==> config.mk <==
export PLATFORM = sky130hd
export DESIGN_NAME = load_store_unit
export DESIGN_NICKNAME = d
export VERILOG_FILES = /design/src/rtl/load_store_unit.sv
export SDC_FILE = /design/constraint.sdc
export NUM_CORES = 1
export LEC_CHECK = 0
export BUFFER_PORTS_ARGS = -buffer_cell sky130_fd_sc_hd__buf_2
export CAP_MARGIN = 20
export CORE_AREA = 2 2 121 123
export DETAILED_ROUTE_END_ITERATION = 10
export DIE_AREA = 0 0 123 125
export GPL_ROUTABILITY_DRIVEN = 0
export PLACE_DENSITY_LB_ADDON = 0.08
export SETUP_SLACK_MARGIN = 0.15
export SLEW_MARGIN = 20
export SYNTH_ARGS = -nofsm -noshare
export SYNTH_HDL_FRONTEND = slang
export SYNTH_SLANG_ARGS = --single-unit
==> constraint.sdc <==
create_clock -name clk -period 2.8 [get_ports clk]
set_input_delay 0.56 -clock clk [delete_from_list [all_inputs] [get_ports clk]]
set_output_delay 0.56 -clock clk [all_outputs]
set_load 0.02 [all_outputs]
==> src/rtl/load_store_unit.sv <==
// Load/store unit: bridges the core datapath to a req/gnt/rvalid data bus,
// stalling the core while a transfer is outstanding.
module load_store_unit #(
    parameter int unsigned TIMEOUT = 255
) (
    input  logic        clk,
    input  logic        reset,
    input  logic        MemRead,
    input  logic        MemWrite,
    input  logic [2:0]  Funct3,
    input  logic [31:0] ALUResult,
    input  logic [31:0] WriteData,
    output logic [31:0] ReadData,
    output logic        Stall,
    output logic        AccessFault,
    output logic        bus_req,
    output logic        bus_we,
    output logic [31:0] bus_addr,
    output logic [3:0]  bus_be,
    output logic [31:0] bus_wdata,
    input  logic        bus_gnt,
    input  logic        bus_rvalid,
    input  logic [31:0] bus_rdata
);

    localparam logic [1:0] S_IDLE = 2'd0;
    localparam logic [1:0] S_REQ  = 2'd1;
    localparam logic [1:0] S_WAIT = 2'd2;
    localparam logic [1:0] S_DONE = 2'd3;

    localparam logic [15:0] TO = 16'(TIMEOUT);

    logic [1:0]  state;
    logic [2:0]  f3_q;
    logic [1:0]  off_q;
    logic [15:0] cnt;
    logic        fault_q;

    logic        access;
    logic        legal;
    logic        aligned;
    logic        start;
    logic        timeout_hit;
    logic [3:0]  be_n;
    logic [31:0] wdata_n;
    logic [31:0] shifted;
    logic [15:0] half;
    logic [31:0] ld_data;

    assign access = MemRead | MemWrite;

    always_comb begin
        legal   = 1'b0;
        aligned = 1'b1;
        be_n    = 4'b1111;
        wdata_n = WriteData;
        unique case (Funct3)
            3'b000, 3'b001, 3'b010: legal = 1'b1;
            3'b100, 3'b101:         legal = MemRead;
            default:                legal = 1'b0;
        endcase
        unique case (Funct3[1:0])
            2'b00: begin
                be_n    = 4'b0001 << ALUResult[1:0];
                wdata_n = {4{WriteData[7:0]}};
            end
            2'b01: begin
                aligned = ~ALUResult[0];
                be_n    = ALUResult[1] ? 4'b1100 : 4'b0011;
                wdata_n = {2{WriteData[15:0]}};
            end
            default: aligned = (ALUResult[1:0] == 2'b00);
        endcase
    end

    assign start = (state == S_IDLE) && access && legal && aligned;

    assign Stall = start || (state == S_REQ) || (state == S_WAIT);
    assign AccessFault = fault_q ||
        ((state == S_IDLE) && access && !(legal && aligned));
    assign bus_req = (state == S_REQ);

    // Watchdog fires on the cycle that would be the TIMEOUT-th busy cycle.
    assign timeout_hit = (TO != 16'd0) && ((cnt + 16'd1) == TO);

    always_comb begin
        shifted = bus_rdata >> {off_q, 3'b000};
        half    = off_q[1] ? bus_rdata[31:16] : bus_rdata[15:0];
        unique case (f3_q)
            3'b000:  ld_data = {{24{shifted[7]}}, shifted[7:0]};
            3'b001:  ld_data = {{16{half[15]}}, half};
            3'b100:  ld_data = {24'd0, shifted[7:0]};
            3'b101:  ld_data = {16'd0, half};
            default: ld_data = bus_rdata;
        endcase
    end

    always_ff @(posedge clk or negedge reset) begin
        if (!reset) begin
            state     <= S_IDLE;
            f3_q      <= 3'd0;
            off_q     <= 2'd0;
            cnt       <= 16'd0;
            fault_q   <= 1'b0;
            ReadData  <= 32'd0;
            bus_we    <= 1'b0;
            bus_addr  <= 32'd0;
            bus_be    <= 4'd0;
            bus_wdata <= 32'd0;
        end else begin
            fault_q <= 1'b0;
            unique case (state)
                S_IDLE: begin
                    if (start) begin
                        bus_addr  <= {ALUResult[31:2], 2'b00};
                        bus_we    <= MemWrite;
                        bus_be    <= be_n;
                        bus_wdata <= wdata_n;
                        f3_q      <= Funct3;
                        off_q     <= ALUResult[1:0];
                        cnt       <= 16'd0;
                        state     <= S_REQ;
                    end
                end
                S_REQ: begin
                    if (timeout_hit) begin
                        fault_q  <= 1'b1;
                        ReadData <= 32'd0;
                        state    <= S_DONE;
                    end else begin
                        cnt <= cnt + 16'd1;
                        if (bus_gnt) begin
                            state <= S_WAIT;
                        end
                    end
                end
                S_WAIT: begin
                    if (bus_rvalid) begin
                        if (!bus_we) begin
                            ReadData <= ld_data;
                        end
                        state <= S_DONE;
                    end else if (timeout_hit) begin
                        fault_q  <= 1'b1;
                        ReadData <= 32'd0;
                        state    <= S_DONE;
                    end else begin
                        cnt <= cnt + 16'd1;
                    end
                end
                default: state <= S_IDLE;
            endcase
        end
    end

endmodule

# Word level (Yosys, flattened, before mapping)
# Cells that the tools add are included.
[word_totals] memories=0 output_inout_bits=104 latchBits=0 ramBits=0 regBits=123 in_bits=105 mem_bits_ro=0 wordCells=77
[op_classes] n_addsub=1 n_eq_ne=16 bitwise_logic=2 n_div=0 n_mul=0 shifts=2 n_mux=24 n_lt_le_gt_ge=0 n_reduce_logical=22
[op_table] op="32-bit case mux with 2 select lines" count=2
[op_table] op="32-bit case mux with 4 select lines" count=1
[op_table] op="32-bit 2-to-1 mux" count=3
[op_table] op="16-bit 2-to-1 mux" count=4
[op_table] op="16-bit case mux with 3 select lines" count=1
[op_table] op="32-bit by 5-bit right shift with 8-bit output" count=1
[op_table] op="16-bit by 1-bit adder with 16-bit output (second input constant)" count=1
[op_table] op="16-bit by 8-bit == test with 1-bit output (second input constant)" count=1
[op_table] op="3-bit == test (second input constant)" count=4
[op_table] op="2-bit 2-to-1 mux" count=5
[op_table] op="4-bit case mux with 2 select lines" count=1
[op_table] op="3-bit by 1-bit == test with 1-bit output (second input constant)" count=2
[op_table] op="2-bit zero test" count=3
[op_table] op="3-bit zero test" count=2
[op_table] op="3-bit inequality test (second input constant)" count=2
[op_table] op="1-bit case mux with 2 select lines" count=3
[op_table] op="2-bit case mux with 3 select lines" count=1
[op_table] op="3-bit AND reduction" count=2
[op_table] op="1-bit logical AND" count=5
[op_table] op="2-bit by 1-bit == test with 1-bit output (second input constant)" count=2
[op_table] op="4-bit 2-to-1 mux" count=1
[op_table] op="2-bit inequality test (second input constant)" count=2
[op_table] op="2-bit AND reduction" count=2
[op_table] op="1-bit by 2-bit left shift with 4-bit output (first input constant)" count=1
[op_table] op="other kinds (12)" count=15

# Logic depth before layout (Yosys ltp)
# Gate-level depths: netlist of the first run.
[depth] ltp_word=7 mapped_depth=10 ltp_nobuf=9

# Worst setup path after synthesis of the first run
# OpenSTA, ideal clock, no wires.
[synth_timing] path_type="register to register" start="register cnt[0]" end="register state[0]" path_buffers=0 t_required_ps=2675 setup_slack_ps=387 arrival_time_ps=2288 synth_period_minus_slack_ps=2413 stages_incl_launch_ff=9 setup_ps=125 path_cell_list="dfrtp_1 -> ha_1 -> nand3_1 -> o21ai_0 -> nand4_1 -> a2111oi_4 -> nand2_4 -> a22oi_2 -> mux2_2"
[synth_between] elab_chain_len=4 word_cells_on_any_way=7 cone_classes="add/sub (1); eq/ne (3); mux (2); reduce/logical (1)"
[synth_lines] element="from (decl)" line="36" source="logic [15:0] cnt;"
[synth_lines] element="from (signal assigned)" line="131" source="cnt <= cnt + 16'd1;"
[synth_lines] element="from (signal assigned)" line="148" source="cnt <= cnt + 16'd1;"
[synth_lines] element="16-bit by 1-bit adder with 16-bit output *" line="84" source="assign timeout_hit = (TO != 16'd0) && ((cnt + 16'd1) == TO);"
[synth_lines] element="16-bit by 8-bit == test with 1-bit output *" line="84"
[synth_lines] element="3-bit inequality test (no line) (tied with other cells)"
[synth_lines] element="3-bit AND reduction (no line) / 2-bit case mux with 3 select lines (equally long branches)"
[synth_lines] element="to (signal assigned)" line="100" source="state <= S_IDLE;"
[synth_lines] element="to (signal assigned)" line="122" source="state <= S_REQ;"
[synth_lines] element="to (signal assigned)" line="129" source="state <= S_DONE;"
[synth_lines] element="to (decl)" line="33" source="logic [1:0] state;"
# Every way passes the cells marked *; elsewhere a longest branch is shown, timed or not.
# A chain may end at the register's enable or synchronous reset.

# Final worst setup path of the first run
[layout_timing] start="register cnt[0]" end="register ReadData[25]"
[layout_between] elab_chain_len=5
[layout_lines] element="16-bit by 1-bit adder with 16-bit output *" line="84"
[layout_lines] element="16-bit by 8-bit == test with 1-bit output *" line="84"
[layout_lines] element="32-bit 2-to-1 mux *"
[layout_lines] element="32-bit 2-to-1 mux"
[layout_lines] element="32-bit case mux with 2 select lines *"
[layout_lines] element="to (signal assigned)" line="140" source="ReadData <= ld_data;"
[layout_lines] element="to (decl)" line="13" source="output logic [31:0] ReadData,"
# Marked as above.

==> results.sh, run 1 <==
export IMPL_status="complete, no violations"
export IMPL_slew_viol_final=0
export IMPL_synthArstFlopShare_pct=100
export IMPL_fp_row_count=44
export IMPL_final_instance_count_excl_fill=1099
export IMPL_multiInputGateArea_um2=3180
export IMPL_drive_gt1_share_pct=31.3
export IMPL_dr_first_iter_drc_count=324
export IMPL_core_area_um2=14200
export IMPL_final_cell_mix="205 x buf_2, 183 x nand2_1, 117 x dfrtp_1"
export IMPL_slew_headroom_pct=55.8
export IMPL_die_width_um=123
export IMPL_cts_sinks=123
export IMPL_fin_crit_ns=2.58
export IMPL_ctsHtreeMaxLevel=4
export IMPL_required_ns=3.10
export IMPL_final_common_cell="buf_2"
export IMPL_final_util_pct=59.1
export IMPL_ant_nets=0
export IMPL_r2r_start="cnt[0]$_DFFE_PN0P_"
export IMPL_rsz0062_at_grt="yes"
export IMPL_vias=5977
export IMPL_clock_latency_ns=0.42
export IMPL_cts_root_buf="clkbuf_16"
export IMPL_crit_arrival_ns=2.88
export IMPL_place_inst=1065
export IMPL_synthFlopType="dfrtp_1"
export IMPL_filler_cell_count=1290
export IMPL_tritoncts="built"
export IMPL_max_clock_freq_ghz=0.388
export IMPL_ir_worst_vdd_mv=0.574
export IMPL_hpwl_um=13200
export IMPL_tightest_slew_ns=0.663
export IMPL_wire_per_inst_um=16.6
export IMPL_yosys_warnings=0
export IMPL_leakage_nw=4.25
export IMPL_finalWirelength_um=18300
export IMPL_startpoint_type="register"
export IMPL_worst_r2r_path_depth=8
export IMPL_reg2reg_slack_ns=0.22
export IMPL_yosysUniqueCellTypes=55
export IMPL_maxCapViolations=0
export IMPL_port_buffers=206
export IMPL_crit_type="reg -> reg"
export IMPL_synthesis_area_um2=6450
export IMPL_seqCellArea_um2=3090
export IMPL_drc=0
export IMPL_endpoint="ReadData[25]$_DFFE_PN0P_"
export IMPL_crit_start="cnt[0]$_DFFE_PN0P_"
export IMPL_path_clk_slew_ns=0.06
export IMPL_ys_seq_area_share_pct=47.7
export IMPL_syn_mean_instance_area_um2=9.18
export IMPL_grt_max_degree=75
export IMPL_grt_pass1_wl_um=29000
export IMPL_ctsHoldBuffers=0
export IMPL_cts_buffers=17
export IMPL_power_density_nw_per_um2=1130
export IMPL_grt_pass1_vias=5805
export IMPL_firstDrtPassIters=5
export IMPL_hold_slack_ns=0.0309
export IMPL_syn_to_final_growth_pct=30.1
export IMPL_setup_tns_final_ns=0
export IMPL_setup_viol=0
export IMPL_crit_fanout=21
export IMPL_finClkSkew_ns=0.00686
export IMPL_via_per_inst=5.44
export IMPL_placed_area_um2=7690
export IMPL_hold_viol=0
export IMPL_diodes=0
export IMPL_die_height_um=125
export IMPL_dieArea_um2=15400
export IMPL_hold_path_class="in -> async"
export IMPL_synth_enable_flop_cells=0
export IMPL_period_share_pct=92.1
export IMPL_grt_overflow_total=0
export IMPL_nets=1014
export IMPL_pin_count=209
export IMPL_grtUsageTotal_pct=23.9
export IMPL_end_kind="register"
export IMPL_final_area_um2=8390
export IMPL_synth_cells=702
export IMPL_start_util_pct=45.4
export IMPL_ys_seq_elements=123
export IMPL_antenna_found_initial=1
export IMPL_timing_rr_end="ReadData[25]$_DFFE_PN0P_"
export IMPL_cts_max_path_buffers=2
## report_power, final
part | internal [W] | switching, W | leakage, nW
clock | 0.00149 | 0.000840 | 0.293
combinational | 0.00153 | 0.00264 | 2.46
sequential | 0.00251 | 0.000497 | 1.50
## synth_stat cells, types with 6 or more instances
master / instances / area (µm²)
mux2i_1: 33 / 330
a22o_1: 23 / 201
dfrtp_1: 123 / 3080
o2bb2ai_1: 9 / 78.8
nand2_1: 184 / 691
a21o_1: 44 / 330
nand3_1: 6 / 30.0
clkbuf_1: 31 / 116
a21oi_1: 23 / 115
o21a_1: 8 / 60.1
ha_1: 7 / 87.6
nand2b_1: 11 / 68.8
nor3b_1: 8 / 60.1
nor2b_1: 9 / 56.3
nor2_1: 27 / 101
o31ai_1: 10 / 75.1
o22ai_1: 7 / 43.8
inv_1: 18 / 67.6
buf_2: 8 / 40.0
o21ai_0: 46 / 230
## metrics by stage
step	power (W)	worst slack, ns
CTS	0.00954	0.165
finish	0.00951	0.222
global route	0.0101	0.110
global placement	0.00706	0.211
floorplan	0.00571	0.387
detailed placement	0.00717	0.120
## timing repair
action / CTS / global route
buffers inserted: 0 / 2
pin swaps: 0 / 5
setup endpoints to repair: 27 / 52
gates resized for setup: 3 / 17
## worst max-delay path, cell delays in order (launching register included)
cell       delay, ns
dfrtp_1         0.47
and3_4          0.30
nor3b_1         0.19
o21ai_0         0.21
a2111oi_4       0.52
nand2_4         0.15
buf_4           0.25
a21o_1          0.18
a22o_1          0.18
## worst min path at each step
stage,startpoint,endpoint,slack [ns],depth (start not counted)
floorplan,reset,ReadData[0]$_DFFE_PN0P_,0.26,0
global placement,bus_addr[26]$_DFFE_PN0P_,bus_addr[26]$_DFFE_PN0P_,0.45,2
detailed placement,bus_addr[23]$_DFFE_PN0P_,bus_addr[23]$_DFFE_PN0P_,0.46,2
CTS,reset,bus_addr[4]$_DFFE_PN0P_,0.03,1
global route,reset,bus_addr[4]$_DFFE_PN0P_,0.03,1
finish,reset,bus_addr[4]$_DFFE_PN0P_,0.03,1
## state kept, by name, indices dropped and copies added (netlist names)
| register | count |
|---|---|
| ReadData | 32 |
| bus_be | 4 |
| bus_addr | 30 |
| fault_q | 1 |
| cnt | 16 |
| f3_q | 3 |
| off_q | 2 |
| bus_we | 1 |
| state | 2 |
| bus_wdata | 32 |
## cell type report
| cell class | count | share of cell area [%] |
|---|---|---|
| clock buffer | 18 | 5.12 |
| sequential | 123 | 36.8 |
| inverter | 18 | 0.805 |
| tap | 184 | 2.74 |
| timing repair buffer | 227 | 14.3 |
| clock inverter | 14 | 2.33 |
| multi-input combinational | 515 | 37.9 |
## metal layers
metal  vias up  track usage (%)  routed length (µm)
met3        26             7.98                1530
met2       227             37.3                8560
li1       2858                -                   -
met5         -                0                  11
met4         2             7.09                 281
met1      2864             31.7                7900
## logic make-up after synthesis
| kind of cell | after synthesis | synth area share (%) |
|---|---|---|
| AND/OR/NAND/NOR | 268 | 18.3 |
| flip-flops | 123 | 47.7 |
| XOR/XNOR | 4 | 0.544 |
| adder cells (fa/ha/maj) | 7 | 1.36 |
| buffers and inverters | 65 | 4.11 |
| AO/OA/AOI/OAI | 197 | 21.9 |
| other | 1 | 0.0582 |
| multiplexers | 37 | 6.00 |
No activity file was read; power rests on OpenSTA's default activity.
==> run 2: changes to the inputs <==
RECOVER_POWER = 25   (was not set)
==> results.sh, run 2 (synthesized netlist as in run 1, its figures left out) <==
export IMPL_status="complete, no violations"
export IMPL_grt_pass1_vias=5805
export IMPL_cts_sinks=123
export IMPL_period_share_pct=92.2
export IMPL_fin_crit_ns=2.58
export IMPL_ant_nets=0
export IMPL_clock_latency_ns=0.42
export IMPL_cts_root_buf="clkbuf_16"
export IMPL_slew_viol_final=0
export IMPL_reg2reg_slack_ns=0.22
export IMPL_wire_per_inst_um=16.6
export IMPL_dieArea_um2=15400
export IMPL_fp_row_count=44
export IMPL_path_cells="and3_4 -> nor3b_1 -> o21ai_0 -> a2111oi_4 -> nand2_4 -> buf_4 -> a21o_1 -> a22o_1"
export IMPL_grt_overflow_total=0
export IMPL_pin_count=209
export IMPL_end_kind="register"
export IMPL_port_buffers=206
export IMPL_finalWirelength_um=18300
export IMPL_seqCellArea_um2=3090
export IMPL_final_cell_mix="205 x buf_2, 183 x nand2_1, 117 x dfrtp_1"
export IMPL_antenna_found_initial=1
export IMPL_power_density_nw_per_um2=1130
export IMPL_start_util_pct=45.4
export IMPL_min_path_cells=3
export IMPL_grt_pass1_wl_um=29000
export IMPL_slowest_stage="a2111oi_4"
export IMPL_vias=5980
export IMPL_rsz0062_at_grt="yes"
export IMPL_r2r_start="cnt[0]$_DFFE_PN0P_"
export IMPL_startpoint_type="register"
export IMPL_via_per_inst=5.44
export IMPL_nets=1014
export IMPL_max_clock_freq_ghz=0.388
export IMPL_multiInputGateArea_um2=3180
export IMPL_max_stage_delay_ns=0.52
export IMPL_tritoncts="built"
export IMPL_crit_fanout=21
export IMPL_hold_viol=0
export IMPL_worst_r2r_path_depth=8
export IMPL_drive_gt1_share_pct=31.0
export IMPL_grtUsageTotal_pct=23.9
export IMPL_setup_tns_final_ns=0
export IMPL_crit_arrival_ns=2.88
export IMPL_final_util_pct=59.0
export IMPL_leakage_nw=4.24
export IMPL_filler_cell_count=1290
export IMPL_core_area_um2=14200
export IMPL_firstDrtPassIters=5
export IMPL_ctsHtreeMaxLevel=4
export IMPL_finClkSkew_ns=0.00687
export IMPL_hold_path_class="in -> reg"
export IMPL_diodes=0
export IMPL_hold_path_endpoint="bus_addr[19]$_DFFE_PN0P_"
export IMPL_drc=0
export IMPL_maxCapViolations=0
export IMPL_ir_worst_vdd_mv=0.574
export IMPL_crit_type="reg -> reg"
export IMPL_syn_to_final_growth_pct=30.0
export IMPL_slew_headroom_pct=16.3
export IMPL_hpwl_um=13200
export IMPL_path_clk_slew_ns=0.06
export IMPL_ctsHoldBuffers=0
export IMPL_worstHoldStart="ALUResult[19]"
export IMPL_grt_max_degree=75
export IMPL_reg_largest_list="ReadData x32, bus_wdata x32, bus_addr x30"
export IMPL_timing_rr_end="ReadData[25]$_DFFE_PN0P_"
export IMPL_final_common_cell="buf_2"
export IMPL_setup_viol=0
export IMPL_cts_max_path_buffers=2
export IMPL_cts_buffers=17
export IMPL_dr_first_iter_drc_count=324
export IMPL_die_width_um=123
export IMPL_tightest_slew_ns=1.26
export IMPL_required_ns=3.10
export IMPL_die_height_um=125
run 2: where the power goes:
part / internal (W) / switching [W]
clock network: 0.00149 / 0.000840
logic: 0.00153 / 0.00263
registers: 0.00251 / 0.000497
run 2: how the worst max path moves through the flow:
stage                                    end  slack, ns                  from  depth (start not counted)
finish              ReadData[25]$_DFFE_PN0P_       0.22    cnt[0]$_DFFE_PN0P_                          8
global route        ReadData[25]$_DFFE_PN0P_       0.11    cnt[0]$_DFFE_PN0P_                          8
CTS                                    Stall       0.16  state[0]$_DFFE_PN0P_                          7
detailed placement  ReadData[25]$_DFFE_PN0P_       0.12    cnt[1]$_DFFE_PN0P_                          9
global placement    ReadData[26]$_DFFE_PN0P_       0.21    cnt[1]$_DFFE_PN0P_                          9
floorplan               state[0]$_DFFE_PN0P_       0.39    cnt[0]$_DFFE_PN0P_                          8
run 2: critical path: cells and delay by family (launching register included):
kind            cells  cell delay (ns)
compound gates      4             1.09
flops               1             0.47
buf+inv             1             0.25
simple gates        3             0.64
run 2: final cells by class:
class	count	share of cell area [%]
sequential	123	36.8
inverter	18	0.806
timing repair buffer	227	14.3
tap	184	2.75
multi-input combinational	515	37.9
clock inverter	14	2.33
clock buffer	18	5.12
run 2: what timing repair did:
item	4_1_cts	5_1_grt
gates cloned	0	0
pin swaps	0	5
setup buffers	0	2
resized for setup	3	17
setup endpoints to repair	27	52
run 2: metrics by stage:
step                worst slack [ns]  instance area [µm²]  cells  total power (W)  hold WS (ns)
floorplan                      0.387                 6450    703          0.00571         0.264
global placement               0.211                 7690   1065          0.00706         0.453
detailed placement             0.120                 7690   1065          0.00717         0.457
CTS                            0.165                 8320   1097          0.00954        0.0250
global route                   0.110                 8380   1099           0.0101         0.331
finish                         0.220                 8380   1099          0.00950         0.330
run 2: per-layer routing:
layer  global-route usage, %  routed length (µm)  up-vias
met4                    7.09                 281        2
met1                    31.7                7900     2863
met2                    37.3                8570      230
met5                       0                  11        -
met3                    7.98                1530       26
li1                        -                   -     2859
==> run 3: changes to the inputs <==
==> constraint.sdc (replaced) <==
create_clock -name clk -period 2.8 [get_ports clk]
set_input_delay 0 -clock clk [delete_from_list [all_inputs] [get_ports clk]]
set_output_delay 0 -clock clk [all_outputs]
set_load 0.02 [all_outputs]
==> results.sh, run 3 (synthesized netlist as in run 1, its figures left out) <==
export IMPL_pin_count=209
export IMPL_hold_slack_ns=0.0127
export IMPL_maxCapViolations=1
export IMPL_syn_to_final_growth_pct=41.9
export IMPL_via_per_inst=5.46
export IMPL_crit_fanout=9
export IMPL_place_inst=1060
export IMPL_die_width_um=123
export IMPL_fp_row_count=44
export IMPL_grt_overflow_total=0
export IMPL_tritoncts="built"
export IMPL_final_common_cell="nand2_1"
export IMPL_nets=1099
export IMPL_filler_cell_count=1186
export IMPL_slew_headroom_pct=-13.9
export IMPL_ctsHtreeMaxLevel=4
export IMPL_leakage_nw=4.48
export IMPL_clock_latency_ns=0.41
export IMPL_place_worst_setup_slack_ns=0.0756
export IMPL_final_area_um2=9150
export IMPL_start_util_pct=45.4
export IMPL_wire_per_inst_um=16.7
export IMPL_slew_viol_final=65
export IMPL_finalWirelength_um=19800
export IMPL_die_height_um=125
export IMPL_rsz0062_at_grt="no"
export IMPL_ir_worst_vdd_mv=0.542
export IMPL_antenna_found_initial=0
export IMPL_core_area_um2=14200
export IMPL_drive_gt1_share_pct=25.2
export IMPL_startpoint_type="register"
export IMPL_hpwl_um=13000
export IMPL_reg_largest_list="ReadData x32, bus_wdata x32, bus_addr x30"
export IMPL_ant_nets=0
export IMPL_final_cell_mix="184 x nand2_1, 173 x buf_2, 113 x dfrtp_1"
export IMPL_cts_max_path_buffers=2
export IMPL_firstDrtPassIters=5
export IMPL_crit_type="reg -> reg"
export IMPL_end_kind="register"
export IMPL_port_buffers=206
export IMPL_finClkSkew_ns=0.00669
export IMPL_hold_path_class="in -> reg"
export IMPL_grt_pass1_vias=6390
export IMPL_cp_common_cell="nand4_1"
export IMPL_tightest_slew_ns=1.71
export IMPL_final_instance_count_excl_fill=1184
export IMPL_setup_tns_final_ns=0
export IMPL_max_stage_delay_ns=0.50
export IMPL_required_ns=3.09
export IMPL_hold_viol=0
export IMPL_cts_root_buf="clkbuf_16"
export IMPL_dr_first_iter_drc_count=380
export IMPL_fin_ws_ns=0.241
export IMPL_setup_viol=0
export IMPL_grt_pass1_wl_um=31500
export IMPL_cts_buffers=17
export IMPL_max_clock_freq_ghz=0.391
export IMPL_placed_area_um2=7650
export IMPL_dieArea_um2=15400
export IMPL_grtUsageTotal_pct=25.8
export IMPL_diodes=0
export IMPL_period_share_pct=91.4
export IMPL_cts_sinks=123
export IMPL_path_clk_slew_ns=0.06
export IMPL_power_density_nw_per_um2=1020
export IMPL_fin_crit_ns=2.56
export IMPL_drc=0
export IMPL_status="complete, but fails checks"
export IMPL_slowest_stage="a2111oi_4"
export IMPL_grt_max_degree=100
export IMPL_crit_arrival_ns=2.85
export IMPL_vias=6469
export IMPL_path_cells="nand4_1 -> nor4_4 -> nand4_1 -> a2111oi_4 -> nand2_4 -> a22oi_2 -> mux2_2"
export IMPL_violations="capacitance limit, slew limit"
run 3: cell count changes in the layout (fill, tap and decap cells not counted), moves of 2 or more:
cell / change
dlygate4sd3_1: +87
buf_2: -32
clkbuf_1: +31
clkbuf_8: +4
dfrtp_1: -4
dfrtp_2: +4
bufinv_16: -3
buf_4: -2
inv_6: -2
o21ai_0: +2
o21ai_1: -2
run 3: cell type report:
type | instances | area, µm² | share of cell area, %
Inverter | 18 | 67.6 | 0.738
Multi-Input combinational cell | 515 | 3160 | 34.6
Sequential cell | 123 | 3090 | 33.8
Timing Repair Buffer | 312 | 2020 | 22.1
Clock buffer | 23 | 488 | 5.33
Tap cell | 184 | 230 | 2.52
Clock inverter | 9 | 88.8 | 0.971
run 3: final timing paths:
path / start / end / slack (ns) / cells after the start
worst max-delay path: cnt[8]$_DFFE_PN0P_ / state[0]$_DFFE_PN0P_ / 0.24 / 7
worst min-delay path: bus_rdata[28] / ReadData[28]$_DFFE_PN0P_ / 0.01 / 3
worst max register to register: cnt[8]$_DFFE_PN0P_ / state[0]$_DFFE_PN0P_ / 0.24 / 7
worst min register to register: bus_addr[4]$_DFFE_PN0P_ / bus_addr[4]$_DFFE_PN0P_ / 0.47 / 2
max in group asynchronous: reset / cnt[2]$_DFFE_PN0P_ / 1.09 / 2
min in group asynchronous: reset / cnt[4]$_DFFE_PN0P_ / 0.57 / 2
run 3: critical path: cells and delay by family, from the launching register on:
family	cells	cell delay (ns)
AND/OR/NAND/NOR	4	0.87
AO/OA/AOI/OAI	2	0.75
flip-flops	1	0.46
multiplexers	1	0.37
run 3: what timing repair did:
action / CTS / global route
pin swaps: 1 / 6
resized for setup: 3 / 17
hold buffers: 87 / 0
buffers inserted: 0 / 5
setup endpoints to repair: 44 / 51
hold endpoints to repair: 152 / 0
run 3: routing by layer:
layer | GRT usage [%] | share of wire (%) | up-vias
met5 | 0 | 0 | -
met4 | 8.22 | 2.0 | 0
met3 | 6.57 | 7.4 | 39
met2 | 42.1 | 48 | 278
met1 | 33.5 | 42 | 3125
li1 | - | - | 3027
run 3: stage by stage:
stage / total power, W / util (%)
floorplan: 0.00571 / -
global placement: 0.00704 / 53.8
detailed placement: 0.00716 / 53.8
CTS: 0.00941 / 64.1
global route: 0.00998 / 64.4
finish: 0.00937 / 64.4
run 3: where the power goes:
part / switching, W / internal, W
Clock: 0.000809 / 0.00132
Sequential: 0.000521 / 0.00251
Combinational: 0.00267 / 0.00154
Total: 0.00400 / 0.00537
